==> config.mk <==
export PLATFORM = sky130hd
export DESIGN_NAME = mem_access_stage
export DESIGN_NICKNAME = d
export VERILOG_FILES = /design/src/rtl/mem_stage_pkg.sv /design/src/rtl/load_align.sv /design/src/rtl/mem_access_stage.sv
export SDC_FILE = /design/constraint.sdc
export NUM_CORES = 1
export LEC_CHECK = 0
export CAP_MARGIN = 20
export CORE_ASPECT_RATIO = 0.5
export CORE_MARGIN = 8
export CORE_UTILIZATION = 26
export CTS_BUF_LIST = sky130_fd_sc_hd__clkbuf_16
export CTS_CLUSTER_DIAMETER = 200
export DETAILED_ROUTE_END_ITERATION = 10
export SYNTH_ARGS = -nofsm -noshare
export SYNTH_HDL_FRONTEND = slang
export SYNTH_SLANG_ARGS = --single-unit
==> constraint.sdc <==
create_clock -name clk -period 8.5 [get_ports clk]
set_input_delay 1.7 -clock clk [delete_from_list [all_inputs] [get_ports clk]]
set_output_delay 1.7 -clock clk [all_outputs]
set_load 0.02 [all_outputs]
==> src/rtl/mem_stage_pkg.sv <==
// Shared types, strobe constants and decode helpers for the memory-access stage.
package mem_stage_pkg;

   typedef enum logic [3:0] {
      OpNone, OpLb, OpLh, OpLw, OpLbu, OpLhu, OpSb, OpSh, OpSw
   } mem_op_t;

   typedef enum logic [1:0] {
      StIdle, StLoadWait, StStoreWait, StResp
   } mem_state_t;

   localparam logic [3:0] StrbByte = 4'b0001;
   localparam logic [3:0] StrbHalf = 4'b0011;
   localparam logic [3:0] StrbWord = 4'b1111;

   function automatic logic is_load(input mem_op_t op);
      return op inside {OpLb, OpLh, OpLw, OpLbu, OpLhu};
   endfunction

   function automatic logic is_store(input mem_op_t op);
      return op inside {OpSb, OpSh, OpSw};
   endfunction

   // Natural-alignment violation for the access size.
   function automatic logic is_misaligned(input mem_op_t op, input logic [1:0] a);
      case (op)
         OpLh, OpLhu, OpSh: return a[0];
         OpLw, OpSw:        return a != 2'b00;
         default:           return 1'b0;
      endcase
   endfunction

   // Byte offset actually used: halfwords snap to a[1], words to lane 0.
   function automatic logic [1:0] eff_offset(input mem_op_t op, input logic [1:0] a);
      case (op)
         OpLh, OpLhu, OpSh: return {a[1], 1'b0};
         OpLw, OpSw:        return 2'b00;
         default:           return a;
      endcase
   endfunction

   function automatic logic [3:0] store_strb(input mem_op_t op, input logic [1:0] off);
      case (op)
         OpSb:    return StrbByte << off;
         OpSh:    return StrbHalf << off;
         OpSw:    return StrbWord;
         default: return 4'b0000;
      endcase
   endfunction

   // Replicate store data across every lane; the strobe picks the live one.
   function automatic logic [31:0] store_data(input mem_op_t op, input logic [31:0] d);
      case (op)
         OpSb:    return {4{d[7:0]}};
         OpSh:    return {2{d[15:0]}};
         default: return d;
      endcase
   endfunction

endpackage

==> src/rtl/load_align.sv <==
// Load lane select and sign/zero extension (purely combinational).
module load_align
   import mem_stage_pkg::*;
(
   input  mem_op_t     op_i,
   input  logic [1:0]  offset_i,
   input  logic [31:0] rdata_i,
   output logic [31:0] data_o
);

   logic [7:0]  byte_sel;
   logic [15:0] half_sel;

   // Pick the addressed lane, then extend according to the load type.
   always_comb begin
      byte_sel = rdata_i[{offset_i, 3'b000} +: 8];
      half_sel = rdata_i[{offset_i[1], 4'b0000} +: 16];
      case (op_i)
         OpLb:    data_o = {{24{byte_sel[7]}}, byte_sel};
         OpLbu:   data_o = {24'h000000, byte_sel};
         OpLh:    data_o = {{16{half_sel[15]}}, half_sel};
         OpLhu:   data_o = {16'h0000, half_sel};
         default: data_o = rdata_i;
      endcase
   end

endmodule

==> src/rtl/mem_access_stage.sv <==
// Pipeline MEM stage: accepts one EX op at a time, drives a simple RAM read/write
// handshake, returns load/ALU results to writeback and flags RAM timeouts.
// Optional: define MEM_MISALIGN_TRAP_EN to trap misaligned half/word accesses
// instead of silently aligning them down.
module mem_access_stage
   import mem_stage_pkg::*;
#(
   parameter int unsigned RAM_LATENCY_MAX = 16
) (
   input  logic        clk,
   input  logic        reset,
   input  logic        ex_valid,
   output logic        ex_ready,
   input  mem_op_t     ex_op,
   input  logic [31:0] ex_addr,
   input  logic [31:0] ex_store_data,
   input  logic [4:0]  ex_rd_addr,
   input  logic        ex_rd_wr_en,
   output logic        ram_rd_en,
   output logic [31:0] ram_rd_addr,
   input  logic [31:0] ram_rd_data,
   input  logic        ram_rd_valid,
   output logic        ram_wr_en,
   output logic [31:0] ram_wr_addr,
   output logic [31:0] ram_wr_data,
   output logic [3:0]  ram_wr_strb,
   input  logic        ram_wr_ack,
   output logic        wb_valid,
   output logic        wb_wr_en,
   output logic [4:0]  wb_rd_addr,
   output logic [31:0] wb_rd_data,
   output logic        mem_fault
);

   localparam int unsigned CntW = $clog2(RAM_LATENCY_MAX + 1);
   localparam logic [CntW-1:0] LastCnt = CntW'(RAM_LATENCY_MAX - 1);
   localparam logic [CntW-1:0] CntOne  = CntW'(1);

   mem_state_t      state_q;
   mem_op_t         op_q;
   logic [1:0]      off_q;
   logic [4:0]      rd_addr_q;
   logic            rd_wr_en_q;
   logic [CntW-1:0] cnt_q;
   logic            ram_rd_en_q, ram_wr_en_q;
   logic [31:0]     ram_rd_addr_q, ram_wr_addr_q, ram_wr_data_q;
   logic [3:0]      ram_wr_strb_q;
   logic            wb_valid_q, wb_wr_en_q, mem_fault_q;
   logic [4:0]      wb_rd_addr_q;
   logic [31:0]     wb_rd_data_q;

   logic [1:0]      ex_off;
   logic            ex_trap;
   logic            rd_we_eff;
   logic [31:0]     load_data;

   assign ex_off    = eff_offset(ex_op, ex_addr[1:0]);
   assign rd_we_eff = rd_wr_en_q && (rd_addr_q != 5'd0);

`ifdef MEM_MISALIGN_TRAP_EN
   assign ex_trap = is_misaligned(ex_op, ex_addr[1:0]);
`else
   assign ex_trap = 1'b0;
`endif

   load_align u_load_align (
      .op_i     (op_q),
      .offset_i (off_q),
      .rdata_i  (ram_rd_data),
      .data_o   (load_data)
   );

   // Ready is held low for the whole time reset is high, even between clock edges.
   assign ex_ready = (state_q == StIdle) && !reset;

   // Stage FSM with all RAM/writeback/fault outputs registered.
   always_ff @(posedge clk or posedge reset) begin
      if (reset) begin
         state_q       <= StIdle;
         op_q          <= OpNone;
         off_q         <= 2'b00;
         rd_addr_q     <= 5'd0;
         rd_wr_en_q    <= 1'b0;
         cnt_q         <= '0;
         ram_rd_en_q   <= 1'b0;
         ram_rd_addr_q <= 32'd0;
         ram_wr_en_q   <= 1'b0;
         ram_wr_addr_q <= 32'd0;
         ram_wr_data_q <= 32'd0;
         ram_wr_strb_q <= 4'b0000;
         wb_valid_q    <= 1'b0;
         wb_wr_en_q    <= 1'b0;
         wb_rd_addr_q  <= 5'd0;
         wb_rd_data_q  <= 32'd0;
         mem_fault_q   <= 1'b0;
      end else begin
         mem_fault_q <= 1'b0;
         unique case (state_q)
            StIdle: begin
               if (ex_valid) begin
                  op_q       <= ex_op;
                  off_q      <= ex_off;
                  rd_addr_q  <= ex_rd_addr;
                  rd_wr_en_q <= ex_rd_wr_en;
                  cnt_q      <= '0;
                  if (ex_trap) begin
                     mem_fault_q <= 1'b1;
                  end else if (is_load(ex_op)) begin
                     state_q       <= StLoadWait;
                     ram_rd_en_q   <= 1'b1;
                     ram_rd_addr_q <= {ex_addr[31:2], 2'b00};
                  end else if (is_store(ex_op)) begin
                     state_q       <= StStoreWait;
                     ram_wr_en_q   <= 1'b1;
                     ram_wr_addr_q <= {ex_addr[31:2], 2'b00};
                     ram_wr_data_q <= store_data(ex_op, ex_store_data);
                     ram_wr_strb_q <= store_strb(ex_op, ex_off);
                  end else begin
                     // NONE: pass the ALU result straight to writeback.
                     state_q      <= StResp;
                     wb_valid_q   <= 1'b1;
                     wb_wr_en_q   <= ex_rd_wr_en && (ex_rd_addr != 5'd0);
                     wb_rd_addr_q <= ex_rd_addr;
                     wb_rd_data_q <= ex_addr;
                  end
               end
            end
            StLoadWait: begin
               if (ram_rd_valid) begin
                  state_q       <= StResp;
                  ram_rd_en_q   <= 1'b0;
                  ram_rd_addr_q <= 32'd0;
                  wb_valid_q    <= 1'b1;
                  wb_wr_en_q    <= rd_we_eff;
                  wb_rd_addr_q  <= rd_addr_q;
                  wb_rd_data_q  <= load_data;
               end else if (cnt_q == LastCnt) begin
                  state_q       <= StIdle;
                  ram_rd_en_q   <= 1'b0;
                  ram_rd_addr_q <= 32'd0;
                  mem_fault_q   <= 1'b1;
                  cnt_q         <= '0;
               end else begin
                  cnt_q <= cnt_q + CntOne;
               end
            end
            StStoreWait: begin
               if (ram_wr_ack || (cnt_q == LastCnt)) begin
                  state_q       <= StIdle;
                  ram_wr_en_q   <= 1'b0;
                  ram_wr_addr_q <= 32'd0;
                  ram_wr_data_q <= 32'd0;
                  ram_wr_strb_q <= 4'b0000;
                  mem_fault_q   <= !ram_wr_ack;
                  cnt_q         <= '0;
               end else begin
                  cnt_q <= cnt_q + CntOne;
               end
            end
            StResp: begin
               state_q      <= StIdle;
               wb_valid_q   <= 1'b0;
               wb_wr_en_q   <= 1'b0;
               wb_rd_addr_q <= 5'd0;
               wb_rd_data_q <= 32'd0;
            end
            default: state_q <= StIdle;
         endcase
      end
   end

   assign ram_rd_en   = ram_rd_en_q;
   assign ram_rd_addr = ram_rd_addr_q;
   assign ram_wr_en   = ram_wr_en_q;
   assign ram_wr_addr = ram_wr_addr_q;
   assign ram_wr_data = ram_wr_data_q;
   assign ram_wr_strb = ram_wr_strb_q;
   assign wb_valid    = wb_valid_q;
   assign wb_wr_en    = wb_wr_en_q;
   assign wb_rd_addr  = wb_rd_addr_q;
   assign wb_rd_data  = wb_rd_data_q;
   assign mem_fault   = mem_fault_q;

endmodule

* After elaboration in Yosys (flattened, before gate mapping)
Cells that the tools add are included.
** Storage, ports and cells
- Flip-flop bits (word level) :: 161
- Bits in latches :: 0
- RAM bits :: 0
- ROM bits :: 0
- Bits of input ports :: 111
- Output and inout bits :: 143
- Word-level logic and storage cells :: 139
- Memories :: 0
** Operators by class
- Add/subtract/negate cells :: 1
- $mul :: 0
- Div/mod/pow operators :: 0
- Order comparisons :: 0
- Eq/ne operators :: 25
- Shift-type cells :: 4
- Mux-type cells :: 69
- Bitwise operators :: 0
- Reduce and logical (&&, ||, !) cells :: 23
** Operators by type and width (count)
- 32-bit two-way mux :: 15
- 32-bit one-hot mux with 2 select lines :: 4
- 32-bit one-hot mux with 4 select lines :: 1
- 32-bit one-hot mux with 3 select lines :: 1
- 5-bit two-way mux :: 8
- 32-bit by 6-bit variable part select with 16-bit output :: 1
- 32-bit by 6-bit variable part select with 8-bit output :: 1
- 5-bit one-hot mux with 3 select lines :: 2
- 4-bit by 3-bit == test with 1-bit output, second input constant :: 6
- 1-bit two-way mux :: 20
- 4-bit two-way mux :: 4
- 5-bit nonzero test :: 3
- 4-bit by 2-bit == test with 1-bit output, second input constant :: 3
- 2-bit != test, second input constant :: 6
- 4-bit one-hot mux with 3 select lines :: 1
- 2-bit two-way mux :: 5
- 5-bit AND reduction :: 2
- 3-bit nonzero test :: 3
- 4-bit by 1-bit == test with 1-bit output, second input constant :: 2
- 2-bit one-hot mux with 4 select lines :: 1
- 4-bit one-hot mux with 2 select lines :: 1
- 1-bit one-hot mux with 2 select lines :: 3
- 1-bit one-hot mux with 3 select lines :: 2
- 3-bit AND reduction :: 2
- 19 further kinds :: 25

* Logic depth before layout (Yosys ltp)
- Depth in word-level cells :: 9
- Depth in mapped cells :: 9
- Depth with buffers taken out :: 8

* Hierarchy
A second synthesis with hierarchy kept.
** Unflattened totals
- Cells, all modules :: 608
- Area total of the unflattened synthesis :: 7492.2 um^2
** By module, submodules not included
- mem_access_stage :: times used 1, cells each 518, area an instance 6792.8 um^2, seq. area each 3928.8 um^2
- load_align :: times used 1, cells each 90, area an instance 699.4 um^2, seq. area each 0.0 um^2

* Worst setup path before layout
Ideal clock, no wire load.
- Path type :: input to output
- Start point :: input port reset
- End point :: output port ex_ready
- Arrival :: 1.980 ns
- Data required time :: 6.800 ns
- Setup slack :: 4.820 ns
- Stages on the path :: 1
- Path buffers :: 0
- Cell sequence :: nor2_1
** Between the ends
- Cells in the longest elaborated chain, start to end :: 2
** Ends and longest elaborated chain
- start, declared :: RTL line mem_access_stage.sv:11 : input logic reset,
- 1-bit logical NOT (no source line)
- 1-bit logical AND :: RTL line mem_access_stage.sv:74 : assign ex_ready = (state_q == StIdle) && !reset;
- end, declared :: RTL line mem_access_stage.sv:13 : output logic ex_ready,
Every way passes these cells.

* Worst setup path in the final report
Same ends and word-level chain as after synthesis.

==> results.py <==
metrics = {
    "power": {
        "power_leakage_nw": 4.773,
        "p_per_area_nw_per_um2": 424.1,
        "ir_drop_mv": 0.2371,
        "total_power_mw": 4.966,
    },
    "route": {
        "avgRoutedWirePerCell_um": 20.21,
        "top_layer_used": "met4",
        "drt_iter0_drc": 544,
        "viasPerCell": 4.915,
        "met1_length_mm": 11.63,
        "wl_met3_um": 757,
        "ant_nets": 0,
        "routed_wl_mm": 29.94,
        "drcViolationCount": 0,
        "route.met2.wl_mm": 16.58,
        "dr.pass1.iters": 5,
        "vias": 7279,
    },
    "grt": {
        "grt_pass1_wl_mm": 45.03,
        "grt_pass1_vias": 7279,
        "grt_max_degree": 127,
        "overflow": 0,
        "track_usage_pct": 15.31,
        "antenna_found_initial": 5,
    },
    "critical_path": {
        "setup.worst_path.end_class": "output port",
        "crit_chain": "clkdlybuf4s50_1, nor2_1, clkdlybuf4s50_1",
        "cp-startpoint": "reset",
        "crit_top_cell": "clkdlybuf4s50_1",
        "worstReg2RegStart": "state_q[1]$_DFFE_PP0P_",
        "worstRegToRegCells": 7,
        "startpoint_type": "primary input",
        "slowest_delay_ns": 0.62,
        "cp.arrival_ns": 2.95,
        "crit_required_ns": 6.80,
        "crit_path_max_fanout": 2,
        "rrSetupSlack_ns": 5.31,
        "worstSetupPathType": "in2out",
        "worst_path_max_delay_cell": "clkdlybuf4s50_1",
    },
    "timing": {
        "rsz0062_at_grt": "false",
        "finalSetupViolCount": 0,
        "fin_crit_ns": 4.649,
        "hold_viol": 0,
        "slew_viol_final": 0,
        "slew_headroom_pct": 30.64,
        "worstMarginPinSlew_ns": 1.040,
        "finClkSkew_ns": 0.009053,
        "period_share_pct": 54.70,
        "max_freq_mhz": 215.1,
        "worst_hold_slack_ns": 0.4758,
        "tns_ns": 0,
        "fin_ws_ns": 3.851,
    },
    "synth": {
        "ys_seq_elements": 157,
        "synth_top_flop_cell": "dfrtp_1",
        "async_flop_share_pct": 100.0,
        "synth-edff-count": 0,
        "syn_avg_cell_area_sq_um": 9.925,
        "netlist_area_sq_um": 8178,
        "synth_cell_types": 60,
        "ys_warn_count": 0,
        "ys_seq_area_share_pct": 48.04,
        "synthCells": 824,
    },
    "layout": {
        "drive_above_1_share_pct": 10.06,
        "syn2layout_area_growth_pct": 43.19,
        "nets": 1149,
        "fillers": 3113,
    },
    "die": {
        "boundaryPins": 254,
        "die_w_um": 266.8,
        "die_h_um": 141.4,
        "initial_core_util_pct": 26.12,
        "die-area_sq_um": 37730,
        "core_sq_um": 31310,
        "std_cell_rows": 46,
    },
    "clocking": {
        "numCtsBuffers": 17,
        "post_cts_resized": 0,
        "clk-insertion-delay-late_ns": 0.43,
        "cts_buffer_depth": 2,
        "cts_root_buf": "clkbuf_16",
        "cts-htree-levels": 4,
        "cts_sinks": 157,
        "post_cts_buffers": 0,
        "ctsHoldBuffers": 0,
        "clk_pin_slew_ns": 0.06,
        "cts_tree": "built",
    },
    "hold_path": {
        "worst_hold_path.num_cells": 2,
        "min_path_type": "reg2reg",
        "holdCritStartpoint": "ram_wr_data[24]$_DFFE_PP0P_",
    },
    "status": {
        "status": "complete, no violations",
    },
    "place": {
        "gp_congestion": 0.8310,
        "dp_slack_ns": 3.568,
        "dp_hpwl_mm": 21.86,
        "numPortBuffers": 249,
    },
    "flow_run": {
        "maxCapViolations": 0,
    },
}
cell usage after synthesis (3+ instances only):
| master | n | area, sq um |
|---|---|---|
| o31ai_1 | 28 | 210.2 |
| mux2i_1 | 41 | 410.4 |
| nor2_1 | 18 | 67.56 |
| buf_4 | 10 | 75.07 |
| nor3_1 | 10 | 50.05 |
| nand2_1 | 97 | 364.1 |
| o311ai_0 | 7 | 61.31 |
| a21oi_1 | 61 | 305.3 |
| dfrtp_1 | 157 | 3929 |
| o22ai_1 | 9 | 56.30 |
| a31oi_1 | 32 | 200.2 |
| buf_1 | 3 | 11.26 |
| clkbuf_1 | 34 | 127.6 |
| nand2b_1 | 40 | 250.2 |
| buf_2 | 27 | 135.1 |
| a22oi_1 | 6 | 45.04 |
| o21ai_0 | 39 | 195.2 |
| nand3_1 | 5 | 25.02 |
| o211ai_1 | 9 | 67.56 |
| o221ai_1 | 24 | 210.2 |
| nor2b_1 | 34 | 212.7 |
| inv_1 | 25 | 93.84 |
| nand4_1 | 8 | 50.05 |
| mux2_2 | 45 | 506.7 |
| ha_1 | 7 | 87.58 |
| o21ai_1 | 4 | 20.02 |
sequential cells by signal, summed over array words and instances (netlist names):
signal	cells
ram_wr_data	32
wb_rd_data	32
ram_rd_addr	30
ram_wr_addr	30
cnt_q	5
rd_addr_q	5
wb_rd_addr	5
op_q	4
ram_wr_strb	4
off_q	2
state_q	2
mem_fault	1
ram_rd_en	1
ram_wr_en	1
rd_wr_en_q	1
wb_valid	1
wb_wr_en	1
layout by cell type, fill, tap and decap left out, types with 3 or more instances in the layout:
cell type	n
conb_1	4
o22ai_1	9
nor3_1	10
o211ai_1	9
o311ai_0	7
o21ai_1	4
clkdlybuf4s50_1	249
a22oi_1	6
a21oi_1	60
mux2i_1	41
ha_1	5
a31oi_1	32
inv_1	25
o21ai_0	39
nor2_1	17
o31ai_1	28
nand2b_1	40
nor2b_1	34
buf_4	10
nand4_1	8
nand2_1	97
dfrtp_1	157
diode_2	5
bufinv_16	7
clkbuf_16	17
nand3_1	5
mux2_2	45
inv_6	3
clkinvlp_4	3
o221ai_1	24
metal layers:
| metal | track usage [%] | up-vias |
|---|---|---|
| met5 | 0 | - |
| met4 | 6.473 | 0 |
| met3 | 1.935 | 49 |
| met2 | 28.95 | 172 |
| met1 | 17.25 | 3674 |
| li1 | - | 3384 |
final cells by class:
type / instances / area [sq um] / share of cell area (%)
Tap cell: 432 / 540.5 / 4.616
Sequential cell: 157 / 3929 / 33.55
Timing Repair Buffer: 260 / 2595 / 22.16
Inverter: 25 / 98.84 / 0.8441
Antenna cell: 5 / 12.51 / 0.1068
Multi-Input combinational cell: 570 / 3841 / 32.80
Clock buffer: 17 / 425.4 / 3.633
Clock inverter: 15 / 267.8 / 2.287
metrics by stage:
stage	instance area, sq um	std cells	util (%)
after CTS	11670	1475	37.27
final	11710	1481	37.40
after floorplan	8189	827	-
after global placement	10980	1443	35.06
after detailed placement	10980	1443	35.06
after global routing	11710	1481	37.40
power breakdown:
part	total (mW)	switching (mW)	internal, mW	leakage [nW]
combinational	2.72	1.56	1.16	2.50
clock	0.912	0.331	0.581	0.331
sequential	1.34	0.230	1.11	1.94
critical path: cells and delay by family:
family        cells  cell delay, ns
buf+inv           2            1.10
simple gates      1            0.14
cell families (layout without fill, tap and decap cells):
| family | after synthesis | after routing | synth area share, % |
|---|---|---|---|
| AO/OA/AOI/OAI | 235 | 235 | 18.79 |
| XOR/XNOR | 1 | 1 | 0.1071 |
| adder cells (fa/ha/maj) | 7 | 7 | 1.071 |
| buffers and inverters | 100 | 317 | 5.477 |
| flip-flops | 157 | 157 | 48.04 |
| multiplexers | 87 | 87 | 11.49 |
| other | 1 | 9 | 0.04586 |
| AND/OR/NAND/NOR | 236 | 236 | 14.98 |
final timing paths:
kind                                                to
max reg2reg                ram_rd_addr[15]$_DFFE_PP0P_
min reg2reg                ram_wr_data[24]$_DFFE_PP0P_
max                                           ex_ready
max in group asynchronous  ram_rd_addr[16]$_DFFE_PP0P_
min                        ram_wr_data[24]$_DFFE_PP0P_
min in group asynchronous  ram_wr_data[26]$_DFFE_PP0P_
No activity file was read; power rests on OpenSTA's default activity.
